`src/rtl/timer_array.sv`:
```
// ---------------------------------------------------------------------------
// timer_array
//
// Multi-channel programmable timer for the MIPS system bus. It occupies one
// device slot behind the bridge. Each of the NUM_CH channels is an
// independent down-counter that runs in one of three modes:
//   00 one-shot, 01 periodic, 10 square wave (11 behaves like 00).
// The channels share one write-1-to-clear pending register. Each channel's
// pending bit is masked by its IM bit to form the interrupt fed to HWInt.
//
// Register map (word address: upper bits = channel, low 2 bits = register)
//   0 CTRL   : [0] EN, [2:1] MODE, [3] IM; all other bits read 0
//   1 PRESET : WIDTH-bit reload value (0 behaves as 1)
//   2 COUNT  : current count, read-only
//   3 STATUS : global pending[NUM_CH-1:0]; writing 1 to bit i clears bit i
//
// Parameters
//   NUM_CH   : number of channels, power of two, 2..8
//   WIDTH    : counter/preset width, 8..32; reads zero-extend to 32 bits
//   PRESCALE : tick divider, >= 2; used only with TIMER_PRESCALE_EN
//
// Configuration macro
//   TIMER_PRESCALE_EN : when defined, a shared free-running divider produces
//                       a one-cycle tick every PRESCALE clocks. COUNT
//                       decrements and reloads only on that tick. When the
//                       macro is undefined, the tick is always active.
//
// Ports
//   clk      in   system clock
//   reset    in   synchronous, active-high reset
//   addr     in   word address
//   we       in   write strobe, sampled on the rising edge of clk
//   datain   in   write data
//   dataout  out  combinational read data for addr
//   irq      out  per-channel interrupt (pending & IM)
//   irq_any  out  OR of irq
//   tout     out  per-channel square-wave output
// ---------------------------------------------------------------------------
module timer_array #(
  parameter int NUM_CH   = 2,
  parameter int WIDTH    = 32,
  parameter int PRESCALE = 4
) (
  input  logic                       clk,
  input  logic                       reset,
  input  logic [$clog2(NUM_CH)+1:0]  addr,
  input  logic                       we,
  input  logic [31:0]                datain,
  output logic [31:0]                dataout,
  output logic [NUM_CH-1:0]          irq,
  output logic                       irq_any,
  output logic [NUM_CH-1:0]          tout
);

  localparam int CW = $clog2(NUM_CH);
  localparam int AW = CW + 2;

  localparam logic [1:0] ST_IDLE  = 2'd0;
  localparam logic [1:0] ST_LOAD  = 2'd1;
  localparam logic [1:0] ST_COUNT = 2'd2;
  localparam logic [1:0] ST_DONE  = 2'd3;

  localparam logic [1:0] REG_CTRL   = 2'd0;
  localparam logic [1:0] REG_PRESET = 2'd1;
  localparam logic [1:0] REG_COUNT  = 2'd2;
  localparam logic [1:0] REG_STATUS = 2'd3;

  localparam logic [1:0] MODE_PERIODIC = 2'b01;
  localparam logic [1:0] MODE_SQUARE   = 2'b10;

  // -------------------------------------------------------------------------
  // Tick generation
  // -------------------------------------------------------------------------
  logic tick;

`ifdef TIMER_PRESCALE_EN
  localparam int DW = $clog2(PRESCALE);

  logic [DW-1:0] div_q;
  logic [DW-1:0] div_d;

  // The divider runs freely and is shared by all channels.
  always_comb begin
    div_d = div_q + DW'(1);
    if (div_q == DW'(PRESCALE - 1)) begin
      div_d = '0;
    end
  end

  assign tick = (div_q == DW'(PRESCALE - 1));

  always_ff @(posedge clk) begin
    if (reset) begin
      div_q <= '0;
    end else begin
      div_q <= div_d;
    end
  end
`else
  localparam int unused_prescale = PRESCALE;

  assign tick = 1'b1;
`endif

  // -------------------------------------------------------------------------
  // Channel state
  // -------------------------------------------------------------------------
  logic [1:0]       state_q  [NUM_CH];
  logic [1:0]       state_d  [NUM_CH];
  logic [WIDTH-1:0] count_q  [NUM_CH];
  logic [WIDTH-1:0] count_d  [NUM_CH];
  logic [WIDTH-1:0] preset_q [NUM_CH];
  logic [WIDTH-1:0] preset_d [NUM_CH];
  logic [1:0]       mode_q   [NUM_CH];
  logic [1:0]       mode_d   [NUM_CH];

  logic [NUM_CH-1:0] en_q;
  logic [NUM_CH-1:0] en_d;
  logic [NUM_CH-1:0] im_q;
  logic [NUM_CH-1:0] im_d;
  logic [NUM_CH-1:0] tout_q;
  logic [NUM_CH-1:0] tout_d;
  logic [NUM_CH-1:0] pending_q;
  logic [NUM_CH-1:0] pending_d;

  // -------------------------------------------------------------------------
  // Bus decode
  // -------------------------------------------------------------------------
  logic [CW-1:0]     addr_ch;
  logic [1:0]        addr_reg;
  logic              ch_valid;
  logic [NUM_CH-1:0] ctrl_wr;
  logic [NUM_CH-1:0] preset_wr;
  logic              status_wr;
  logic [NUM_CH-1:0] status_clr;
  logic [WIDTH-1:0]  reload_val [NUM_CH];

  assign addr_ch  = addr[AW-1:2];
  assign addr_reg = addr[1:0];

  // Always true for power-of-two NUM_CH. It guards the decode in case a
  // non-power-of-two channel count is ever allowed.
  assign ch_valid = (int'(addr_ch) < NUM_CH);

  assign status_wr  = we && ch_valid && (addr_reg == REG_STATUS);
  assign status_clr = status_wr ? datain[NUM_CH-1:0] : '0;

  // A preset of zero reloads as one, so the channel expires on the next tick
  // instead of wrapping around.
  always_comb begin
    for (int i = 0; i < NUM_CH; i++) begin
      ctrl_wr[i]    = we && ch_valid && (addr_reg == REG_CTRL)
                      && (addr_ch == CW'(i));
      preset_wr[i]  = we && ch_valid && (addr_reg == REG_PRESET)
                      && (addr_ch == CW'(i));
      reload_val[i] = (preset_q[i] == '0) ? WIDTH'(1) : preset_q[i];
    end
  end

  // -------------------------------------------------------------------------
  // Per-channel next state
  // -------------------------------------------------------------------------
  // A CTRL write takes priority over the FSM step in that cycle. With EN=1 it
  // restarts the channel through LOAD. With EN=0 it parks the channel in IDLE.
  // In both cases COUNT and tout keep their values on that edge.
  // Hardware sets of pending win over a coincident STATUS clear.
  logic [NUM_CH-1:0] pend_set;

  always_comb begin
    pend_set = '0;
    for (int i = 0; i < NUM_CH; i++) begin
      state_d[i]  = state_q[i];
      count_d[i]  = count_q[i];
      preset_d[i] = preset_q[i];
      mode_d[i]   = mode_q[i];
      en_d[i]     = en_q[i];
      im_d[i]     = im_q[i];
      tout_d[i]   = tout_q[i];

      if (ctrl_wr[i]) begin
        en_d[i]    = datain[0];
        mode_d[i]  = datain[2:1];
        im_d[i]    = datain[3];
        state_d[i] = datain[0] ? ST_LOAD : ST_IDLE;
      end else begin
        case (state_q[i])
          ST_LOAD: begin
            count_d[i] = reload_val[i];
            state_d[i] = ST_COUNT;
          end
          ST_COUNT: begin
            if (tick) begin
              if (count_q[i] > WIDTH'(1)) begin
                count_d[i] = count_q[i] - WIDTH'(1);
              end else begin
                case (mode_q[i])
                  MODE_PERIODIC: begin
                    count_d[i]  = reload_val[i];
                    pend_set[i] = 1'b1;
                  end
                  MODE_SQUARE: begin
                    count_d[i] = reload_val[i];
                    tout_d[i]  = ~tout_q[i];
                  end
                  default: begin
                    count_d[i]  = '0;
                    pend_set[i] = 1'b1;
                    state_d[i]  = ST_DONE;
                  end
                endcase
              end
            end
          end
          ST_DONE: begin
            en_d[i]    = 1'b0;
            state_d[i] = ST_IDLE;
          end
          default: begin
            state_d[i] = ST_IDLE;
          end
        endcase
      end

      // A new preset is only picked up at the next LOAD or reload.
      if (preset_wr[i]) begin
        preset_d[i] = datain[WIDTH-1:0];
      end
    end

    pending_d = pend_set | (pending_q & ~status_clr);
  end

  // -------------------------------------------------------------------------
  // State registers
  // -------------------------------------------------------------------------
  always_ff @(posedge clk) begin
    if (reset) begin
      for (int i = 0; i < NUM_CH; i++) begin
        state_q[i]  <= ST_IDLE;
        count_q[i]  <= '0;
        preset_q[i] <= '0;
        mode_q[i]   <= '0;
      end
      en_q      <= '0;
      im_q      <= '0;
      tout_q    <= '0;
      pending_q <= '0;
    end else begin
      for (int i = 0; i < NUM_CH; i++) begin
        state_q[i]  <= state_d[i];
        count_q[i]  <= count_d[i];
        preset_q[i] <= preset_d[i];
        mode_q[i]   <= mode_d[i];
      end
      en_q      <= en_d;
      im_q      <= im_d;
      tout_q    <= tout_d;
      pending_q <= pending_d;
    end
  end

  // -------------------------------------------------------------------------
  // Read mux
  // -------------------------------------------------------------------------
  logic [31:0] rd_data;

  always_comb begin
    rd_data = '0;
    if (ch_valid) begin
      case (addr_reg)
        REG_CTRL: begin
          rd_data[0]   = en_q[addr_ch];
          rd_data[2:1] = mode_q[addr_ch];
          rd_data[3]   = im_q[addr_ch];
        end
        REG_PRESET: rd_data[WIDTH-1:0]  = preset_q[addr_ch];
        REG_COUNT:  rd_data[WIDTH-1:0]  = count_q[addr_ch];
        default:    rd_data[NUM_CH-1:0] = pending_q;
      endcase
    end
  end

  assign dataout = rd_data;

  // -------------------------------------------------------------------------
  // Outputs
  // -------------------------------------------------------------------------
  assign irq     = pending_q & im_q;
  assign irq_any = |irq;
  assign tout    = tout_q;

  // Write data bits that no register stores.
  logic unused_datain;
  assign unused_datain = ^datain;

endmodule

```
`config.mk`:
```
export PLATFORM = sky130hd
export DESIGN_NAME = timer_array
export DESIGN_NICKNAME = d
export VERILOG_FILES = /design/src/rtl/timer_array.sv
export SDC_FILE = /design/constraint.sdc
export NUM_CORES = 1
export LEC_CHECK = 0
export ABC_CLOCK_PERIOD_IN_PS = 2550
export BUFFER_PORTS_ARGS = -buffer_cell sky130_fd_sc_hd__buf_2
export CORE_MARGIN = 1
export CORE_UTILIZATION = 35
export DETAILED_ROUTE_END_ITERATION = 8
export PLACE_DENSITY = 0.61
export SLEW_MARGIN = 20
export SYNTH_ARGS = -nofsm -noshare
export SYNTH_HDL_FRONTEND = slang
export SYNTH_SLANG_ARGS = --single-unit
```
`constraint.sdc`:
```
create_clock -name clk -period 2.55 [get_ports clk]
set_input_delay 0.255 -clock clk [delete_from_list [all_inputs] [get_ports clk]]
set_output_delay 0.255 -clock clk [all_outputs]
set_load 0.1 [all_outputs]
```
==> flow_summary.toml, run 1 <==
[run_status]
outcome = "finished, violations left"
violations = "negative setup slack"

[synth]
synth-main-ff-cell = "dfxtp_1"
synth_seq_cells = 144
synth_edf_count = 0
netlist_area_sq_mm = 0.00855
syn_avg_cell_area_sq_um = 7.50
yosys.cell_types.count = 65
async_reset_ff_share_pct = 0
yosys_warnings = 0
ys_seq_area_share_pct = 33.7
syn-num-nets = 1195
synthCells = 1140

[clock_tree]
cts.sinks = 144
clock_path_buffers = 2
cts_buffers = 17
clk_pin_slew_worst_paths_ns = 0.07
cts_tree = "yes"
clock_latency_ns = 0.44
cts_hold_buf = 0
htreeDepth = 4
cts_root_buffer = "clkbuf_16"

[cells_and_area]
nNetsFinal = 1329
drive_above_1_share_pct = 29.1
num-fill-cells = 2325
area_delta_synth_final_pct = 34.7
stdcell_count = 1607

[power]
p_per_area_mw_per_mm2 = 731
power_mw = 8.42
leakagePower_nw = 4.29
peakVddDrop_mv = 0.484

[die]
core_area_sq_mm = 0.0237
dieArea_sq_mm = 0.0251
die_x_um = 158
boundaryPins = 75
die_y_um = 158
start_util_pct = 36.1
rows = 56

[sta]
fin_crit_sh_pct = 103
setup_slack_ns = -0.0695
worst_pin_slew_ns = 0.910
holdWs_ns = 0.0608
relSlewSlack_pct = 38.8
rsz0062_at_grt = "yes"
final_max_slew_viol_count = 0
finalClockSkew_ns = 0.00740
hold_viol_final = 0
period_needed_ns = 2.62
setup_viol = 36
max_freq_mhz = 382
tns_ns = -1.15

[critical_path]
crit_fanout = 6
cp_cell_sequence = "or4_4, or4_4, buf_6, o41ai_4, buf_4, buf_8, nand2_4, a31oi_4, a21oi_1"
required_ns = 2.84
ff2ff_path_depth = 9
critPathKind = "flip-flop to flip-flop"
critPathSlowestCell = "or4_4"
r2r_start = "count_q[1][21]$_SDFFE_PP0P_"
arrival_ns = 2.91
crit_path_max_incr_delay_ns = 0.56
r2r_setup_slack_ns = -0.07
worstSetupEndpointType = "flip-flop"
crit_top_cell = "or4_4"
start_kind = "flip-flop"
startpoint = "count_q[1][21]$_SDFFE_PP0P_"

[flow_run]
cap_violations = 0

[global_route]
track_usage_pct = 27.2
overflow = 0
grt_pass1_vias = 8797
grt_pass1_wl_um = 51600
antenna_found_initial = 0
grt_max_degree = 119

[routing]
route.detailed.drc = 0
wirelength_um = 34400
viasPerCell = 6.03
avgRoutedWirePerCell_um = 21.4
firstDrtPassIters = 8
final_antenna_net_count = 0
dr_total_vias = 9684
drt_iter0_markers = 1228

[placement]
dpl_worst_slack_ns = -0.109
gp_congestion = 0.933
dp_cells = 1550
dp_hpwl_um = 23900
port_buffers = 74

[min_path]
min_from = "datain[27]"
hold_depth = 3
worstHoldPathType = "primary input to flip-flop"
[metrics by stage]
stage	utilization [%]	instance area, sq um
2_1_floorplan	-	8660
3_3_place_gp	44.0	10400
3_5_place_dp	44.0	10400
4_1_cts	46.9	11100
5_1_grt	48.6	11500
6_report	48.6	11500
[where the power goes]
part	internal [mW]	leakage [nW]	switching, mW
combinational	1.42	2.85	1.99
clock	1.45	0.277	1.10
sequential	2.35	1.17	0.102
[state kept, by name, indices dropped and copies added, names as in the netlist]
| register | cells |
|---|---|
| count_q | 64 |
| en_q | 2 |
| im_q | 2 |
| mode_q | 4 |
| pending_q | 2 |
| preset_q | 64 |
| state_q | 4 |
| tout | 2 |
[cells in the final DEF, fill, tap and decap left out, types with 28 or more instances in the layout]
master   instances
a21oi_1        142
a22oi_1         35
buf_12          40
buf_2           41
buf_4          110
dfxtp_1        140
inv_1           31
mux2_2          44
nand2_1        192
nand3_1         32
nor2_1          44
nor2b_2         28
nor3_1          33
nor4_1          37
o21ai_0         47
[cells in the mapped netlist, drive strengths merged (5+ instances only)]
master	number	area, sq um
nand2	194	728
clkbuf	67	251
a22oi	38	285
inv	31	116
nor2b	29	181
nand4	12	75.1
ha	17	213
or4	15	116
a31oi	10	62.6
a21oi	147	736
xor2	5	43.8
o21ai	75	375
nand3	32	160
or3	16	100
o32ai	17	149
nor3b	5	37.5
o211ai	5	37.5
a221oi	5	43.8
o41ai	5	88.8
nor3	42	215
nor4	40	265
dfxtp	144	2880
nor2	53	199
or2	8	50.1
buf	24	138
and2	5	31.3
mux2	44	495
[worst paths after layout]
path,endpoint
worst min-delay path,preset_q[1][27]$_SDFFE_PP0P_
worst max-delay path,count_q[1][19]$_SDFFE_PP0P_
worst max register to register,count_q[1][19]$_SDFFE_PP0P_
worst min register to register,pending_q[0]$_SDFF_PP0_
[cell families after synthesis]
family,after synthesis,share of synthesized area (%)
buffers and inverters,123,5.95
AND/OR/NAND/NOR,463,26.2
AO/OA/AOI/OAI,341,24.9
XOR/XNOR,5,0.512
adder cells (fa/ha/maj),17,2.49
multiplexers,47,6.14
flip-flops,144,33.7
[metal layers]
metal / vias up / share of wire [%] / track usage [%]
met4: 0 / 2.6 / 8.65
met2: 554 / 45 / 42.7
li1: 4443 / - / -
met5: - / 0 / 0
met3: 77 / 9.8 / 5.36
met1: 4610 / 42 / 37.3
[layout make-up]
type | instances | area, sq um | area share [%]
multi-input combinational | 873 | 5460 | 47.4
clock inverter | 15 | 161 | 1.40
tap | 319 | 399 | 3.46
sequential | 144 | 2890 | 25.1
clock buffer | 17 | 425 | 3.69
antenna | 1 | 2.50 | 0.0217
inverter | 32 | 120 | 1.04
timing repair buffer | 206 | 2060 | 17.9
[worst max-delay path, delay by kind of cell, from the launching register on]
family,cells,cell delay [ns]
flip-flops,1,0.32
AO/OA/AOI/OAI,3,0.50
AND/OR/NAND/NOR,3,1.17
buffers and inverters,3,0.48
[timing repair]
item	CTS	global route
buffers inserted	3	12
resized for setup	13	67
endpoints found under the setup margin	30	43
cloned	3	6
pin swaps	12	30
Power figures use the tool's default switching activity.
==> inputs of run 2 (changes only) <==
ABC_AREA = 1   (was not set)
==> run 2 against run 1 <==
The flow now finishes without violations. Register-to-register slack improved by 0.27 ns. Sequential cell count is the same. Cell count up 17%. Sequential share of layout area up 0.80 points. Area after synthesis increased by 8.9%. Via count rose by 1.9%. Combinational power increased by 70%. Final area shrank 3.2%. Largest cell class unchanged. Largest power group unchanged. Highest routed layer unchanged.
==> flow_summary.toml, run 2 <==
[global_route]
grt_util_met1_pct = 33.7
grt_max_degree = 95
busiest_layer = "met2"
use_met3_pct = 5.14
met2_usage_pct = 37.7
grt_pass1_wl_um = 51000
overflow = 0
antenna_found_initial = 0
grt_pass1_vias = 9123
track_usage_pct = 24.7

[synth]
yosys_warnings = 0
synth_seq_cells = 144
yosys.cell_types.count = 40
synth_top_area_share_pct = 30.9
async_reset_ff_share_pct = 0
yosysMostFrequentCell = "nand2_1"
syn-num-nets = 1547
synth_edf_count = 0
ys_seq_area_share_pct = 30.9
syn_avg_cell_area_sq_um = 6.24
netlist_area_sq_mm = 0.00932
synth-main-ff-cell = "dfxtp_1"
yosys-top-cells-count = "nand2_1, a21oi_1, o21ai_0"
synth_area_leaders = "dfxtp_1, a21oi_1, o21ai_0"
synthCells = 1492
yosys.area.top_type = "dfxtp_1"

[sta]
relSlewSlack_pct = 52.0
fin_crit_sh_pct = 92.0
setup_slack_ns = 0.204
setup_viol = 0
max_freq_mhz = 426
final_max_slew_viol_count = 0
holdWs_ns = 0.124
period_needed_ns = 2.35
tns_ns = 0
rsz0062_at_grt = "no"
worst_pin_slew_ns = 0.719
finalClockSkew_ns = 0.00950
hold_viol_final = 0

[clock_tree]
htreeDepth = 4
clock_latency_ns = 0.44
post-cts-setup-buffers = 0
cts_hold_buf = 0
clock_path_buffers = 2
cts_buffers = 17
postCtsResizedCells = 0
cts_root_buffer = "clkbuf_16"
clk_pin_slew_worst_paths_ns = 0.07
cts.sinks = 144
cts_tree = "yes"

[routing]
wirelength_um = 33100
firstDrtPassIters = 6
route.detailed.drc = 0
viasPerCell = 5.25
final_antenna_net_count = 0
drt_iter0_markers = 926
avgRoutedWirePerCell_um = 17.6
dr_total_vias = 9868

[cells_and_area]
antenna_cells = 0
final_area_sq_mm = 0.0111
area_delta_synth_final_pct = 19.6
nNetsFinal = 1587
multiInputGateArea_sq_mm = 0.00549
num-fill-cells = 2745
final_cell_mix = "nand2_1, o21ai_0, nor2_1"
register_area_sq_mm = 0.00288
drive_above_1_share_pct = 13.7
final_common_cell = "nand2_1"
largestRegisters = "count_q: 64 flops, preset_q: 64 flops"

[die]
boundaryPins = 75
start_util_pct = 35.8
die_y_um = 165
dieArea_sq_mm = 0.0273
core_area_sq_mm = 0.0261
die_x_um = 165
rows = 59

[critical_path]
ff2ff_path_depth = 12
arrival_ns = 2.69
start_kind = "flip-flop"
crit_path_max_incr_delay_ns = 0.38
critPathSlowestCell = "nand2_4"
cp_cell_sequence = "inv_1, ha_1, nand2_4, nor2_8, nand2_4, nand2_4, nand2_4, nand2_4, o21ai_1, nand2_1, nand2_1, a21oi_1"
crit_fanout = 39
worst-path-buf-inv = 1
r2r_start = "count_q[0][1]$_SDFFE_PP0P_"
required_ns = 2.90
worstSetupEndpointType = "flip-flop"
critPathKind = "flip-flop to flip-flop"
crit_family = "simple AND/OR/NAND/NOR gates"
r2r_end = "state_q[0][0]$_SDFFE_PP0P_"
crit_top_cell = "nand2_4"
r2r_setup_slack_ns = 0.20

[placement]
dpl_cell_area_sq_mm = 0.0106
port_buffers = 74
gp_congestion = 0.926
dp_hpwl_um = 24900
dpl_worst_slack_ns = 0.244

[min_path]
min_from = "datain[25]"
hold_depth = 3
worstHoldPathType = "primary input to flip-flop"
min_to = "preset_q[0][25]$_SDFFE_PP0P_"

[power]
peakVddDrop_mv = 0.523
leakagePower_nw = 4.84
p_per_area_mw_per_mm2 = 980
power_mw = 10.9

[run_status]
outcome = "finished, final reports clean"

[flow_run]
cap_violations = 0
[run 2: where the power goes]
part	switching, mW	total (mW)	internal (mW)
clock	1.08	2.45	1.37
combinational	3.99	5.80	1.81
sequential	0.222	2.67	2.45
total	5.29	10.9	5.63
[run 2: cell families after synthesis]
kind of cell | synth area share [%]
and+or+nand+nor | 28.1
AOI/OAI and AO/OA | 24.5
buffers and inverters | 11.5
DFF | 30.9
xor gates and xnor gates | 2.63
adders and majority gates | 2.28
[run 2: worst max path at each step]
stage                                    start                     endpoint  depth (start not counted)
floorplan                              addr[1]                   dataout[0]                          7
global placement    count_q[0][1]$_SDFFE_PP0P_  count_q[0][24]$_SDFFE_PP0P_                         11
detailed placement  count_q[0][1]$_SDFFE_PP0P_  count_q[0][24]$_SDFFE_PP0P_                         11
CTS                 count_q[0][1]$_SDFFE_PP0P_  count_q[0][24]$_SDFFE_PP0P_                         11
global route        count_q[0][1]$_SDFFE_PP0P_   state_q[0][0]$_SDFFE_PP0P_                         12
finish              count_q[0][1]$_SDFFE_PP0P_   state_q[0][0]$_SDFFE_PP0P_                         12
[run 2: cell type report]
| type | instances | area share, % |
|---|---|---|
| inverters | 188 | 6.33 |
| flip-flops and latches | 144 | 25.9 |
| multi-input cells | 1084 | 49.3 |
| clock inverters | 12 | 1.01 |
| repair buffers | 97 | 9.77 |
| well taps | 335 | 3.76 |
| clock buffers | 20 | 4.01 |
[run 2: worst min-delay path, delay by kind of cell]
kind / cells / cell delay, ns
AOI/OAI and AO/OA: 2 / 0.18
buffers and inverters: 1 / 0.09
[run 2: metal layers]
layer / wire, um / part of all wire [%] / vias up
met5: 0 / 0 / -
met1: 14900 / 45 / 4495
met3: 2410 / 7.3 / 61
li1: - / - / 4948
met4: 1160 / 3.5 / 0
met2: 14600 / 44 / 364
[run 2: per-stage QoR]
stage          instances  util, %
2_1_floorplan       1492        -
3_3_place_gp        1848     40.6
3_5_place_dp        1848     40.6
4_1_cts             1880     42.8
5_1_grt             1880     42.8
6_report            1880     42.8
==> inputs of run 3 (changes only) <==
CORE_UTILIZATION = 55   (was 35)
PLACE_DENSITY = 0.85   (was 0.61)
==> run 3 against run 2 <==
Maximum frequency increased by 2.9%. Critical path type unchanged. Non-clock buffer count increased by 2. Via count up 3.5%. Combinational power shrank 0.7%. Setup slack better by 0.066 ns. Routed wire length is 7.5% lower. Sequential share of layout area rose by 0.23 points. Clock-buffer cell count fell by 1. Sequential cell count stayed put. Clock power grew 6%. Utilization is 24 points higher. Sequential power is essentially flat.
==> flow_summary.toml, run 3 (synthesis gave the netlist of run 2 again) <==
[clock_tree]
cts_buffers = 17
post-cts-setup-buffers = 0
cts_tree = "yes"
postCtsResizedCells = 0
cts_hold_buf = 0
cts_root_buffer = "clkbuf_16"
clk_pin_slew_worst_paths_ns = 0.06
cts.sinks = 144
htreeDepth = 4
clock_path_buffers = 2
clock_latency_ns = 0.43

[cells_and_area]
drive_above_1_share_pct = 14.0
nNetsFinal = 1589
final_common_cell = "nand2_1"
largestRegisters = "count_q: 64 flops, preset_q: 64 flops"
area_delta_synth_final_pct = 18.6
num-fill-cells = 1491
antenna_cells = 0
stdcell_count = 1767
final_area_sq_mm = 0.0110
final_cell_mix = "nand2_1, o21ai_0, nor2_1"

[sta]
period_needed_ns = 2.28
final_max_slew_viol_count = 0
worst_pin_slew_ns = 0.689
rsz0062_at_grt = "no"
fin_crit_sh_pct = 89.4
setup_viol = 0
setup_slack_ns = 0.270
holdWs_ns = 0.141
tns_ns = 0
finalClockSkew_ns = 0.00533
hold_viol_final = 0
max_freq_mhz = 439
relSlewSlack_pct = 54.1

[routing]
avgRoutedWirePerCell_um = 17.3
dr_total_vias = 10214
viasPerCell = 5.78
firstDrtPassIters = 8
final_antenna_net_count = 0
wirelength_um = 30600
route.detailed.drc = 0
drt_iter0_markers = 1168

[power]
p_per_area_mw_per_mm2 = 1000
leakagePower_nw = 4.86
peakVddDrop_mv = 0.711

[global_route]
overflow = 0
grt_pass1_vias = 9223
antenna_found_initial = 0
grt_max_degree = 92
track_usage_pct = 35.7
grt_pass1_wl_um = 48600

[flow_run]
cap_violations = 0

[critical_path]
r2r_end = "count_q[0][9]$_SDFFE_PP0P_"
arrival_ns = 2.64
r2r_start = "count_q[0][1]$_SDFFE_PP0P_"
critPathKind = "flip-flop to flip-flop"
start_kind = "flip-flop"
crit_fanout = 26
r2r_setup_slack_ns = 0.27
worstSetupEndpointType = "flip-flop"
required_ns = 2.91
ff2ff_path_depth = 13

[run_status]
outcome = "finished, final reports clean"

[die]
die_x_um = 132
die_y_um = 132
dieArea_sq_mm = 0.0175
start_util_pct = 56.2
rows = 47
core_area_sq_mm = 0.0166
boundaryPins = 75

[min_path]
min_from = "datain[26]"
worstHoldPathType = "primary input to flip-flop"
min_to = "preset_q[1][26]$_SDFFE_PP0P_"
hold_depth = 3

[placement]
gp_congestion = 1.05
dp_hpwl_um = 23000
dpl_worst_slack_ns = 0.309
dp_cells = 1735
port_buffers = 74
dpl_cell_area_sq_mm = 0.0104
[run 3: changes by cell type in the layout (fill, tap and decap cells not counted)]
| cell | delta |
|---|---|
| buf_12 | -2 |
| clkinvlp_4 | +1 |
| bufinv_16 | +2 |
| buf_4 | +4 |
| inv_6 | -1 |
| clkinv_4 | -1 |
| clkbuf_1 | -2 |
| clkbuf_8 | +1 |
[run 3: through the flow]
stage,total power [mW],util [%]
after floorplan,6.99,-
after global placement,8.32,62.9
after detailed placement,8.38,62.9
after CTS,11.0,66.6
after global routing,11.8,66.6
final,11.1,66.6
[run 3: cell type report]
cell class	instances	area (sq um)	area share, %
sequential	144	2880	26.1
tap	220	275	2.49
timing repair buffer	99	1080	9.76
inverter	188	706	6.39
clock buffer	19	453	4.10
clock inverter	13	163	1.47
multi-input combinational	1084	5490	49.7
[run 3: critical path, stage by stage (launching register included)]
cell,delay (ns)
dfxtp_1,0.31
inv_1,0.14
ha_1,0.30
nand2_4,0.11
nor2_8,0.17
nand2_4,0.09
nand2_4,0.08
nand2_4,0.11
nand2_4,0.26
buf_4,0.26
o21ai_0,0.11
nor2_1,0.14
nor2_1,0.05
nor2_1,0.07
[run 3: worst max path at each step]
stage | start | end | slack (ns) | cells after the start
after detailed placement | count_q[0][1]$_SDFFE_PP0P_ | count_q[0][9]$_SDFFE_PP0P_ | 0.31 | 13
after CTS | count_q[0][1]$_SDFFE_PP0P_ | count_q[0][9]$_SDFFE_PP0P_ | 0.29 | 13
after global placement | count_q[1][1]$_SDFFE_PP0P_ | count_q[1][28]$_SDFFE_PP0P_ | 0.45 | 12
after global routing | count_q[0][0]$_SDFFE_PP0P_ | count_q[0][9]$_SDFFE_PP0P_ | 0.10 | 13
after floorplan | addr[1] | dataout[0] | 0.33 | 7
final | count_q[0][1]$_SDFFE_PP0P_ | count_q[0][9]$_SDFFE_PP0P_ | 0.27 | 13
[run 3: report_power, final]
part           switching [mW]  internal (mW)  total [mW]
clock                    1.01           1.59        2.60
combinational            3.92           1.84        5.76
sequential              0.246           2.45        2.70
total                    5.18           5.88        11.1
[run 3: layer usage]
metal  GRT usage [%]  part of all wire [%]
met3            5.61                   9.2
met4            14.0                   3.3
met5               0                     0
met1            49.7                    43
met2            55.2                    44
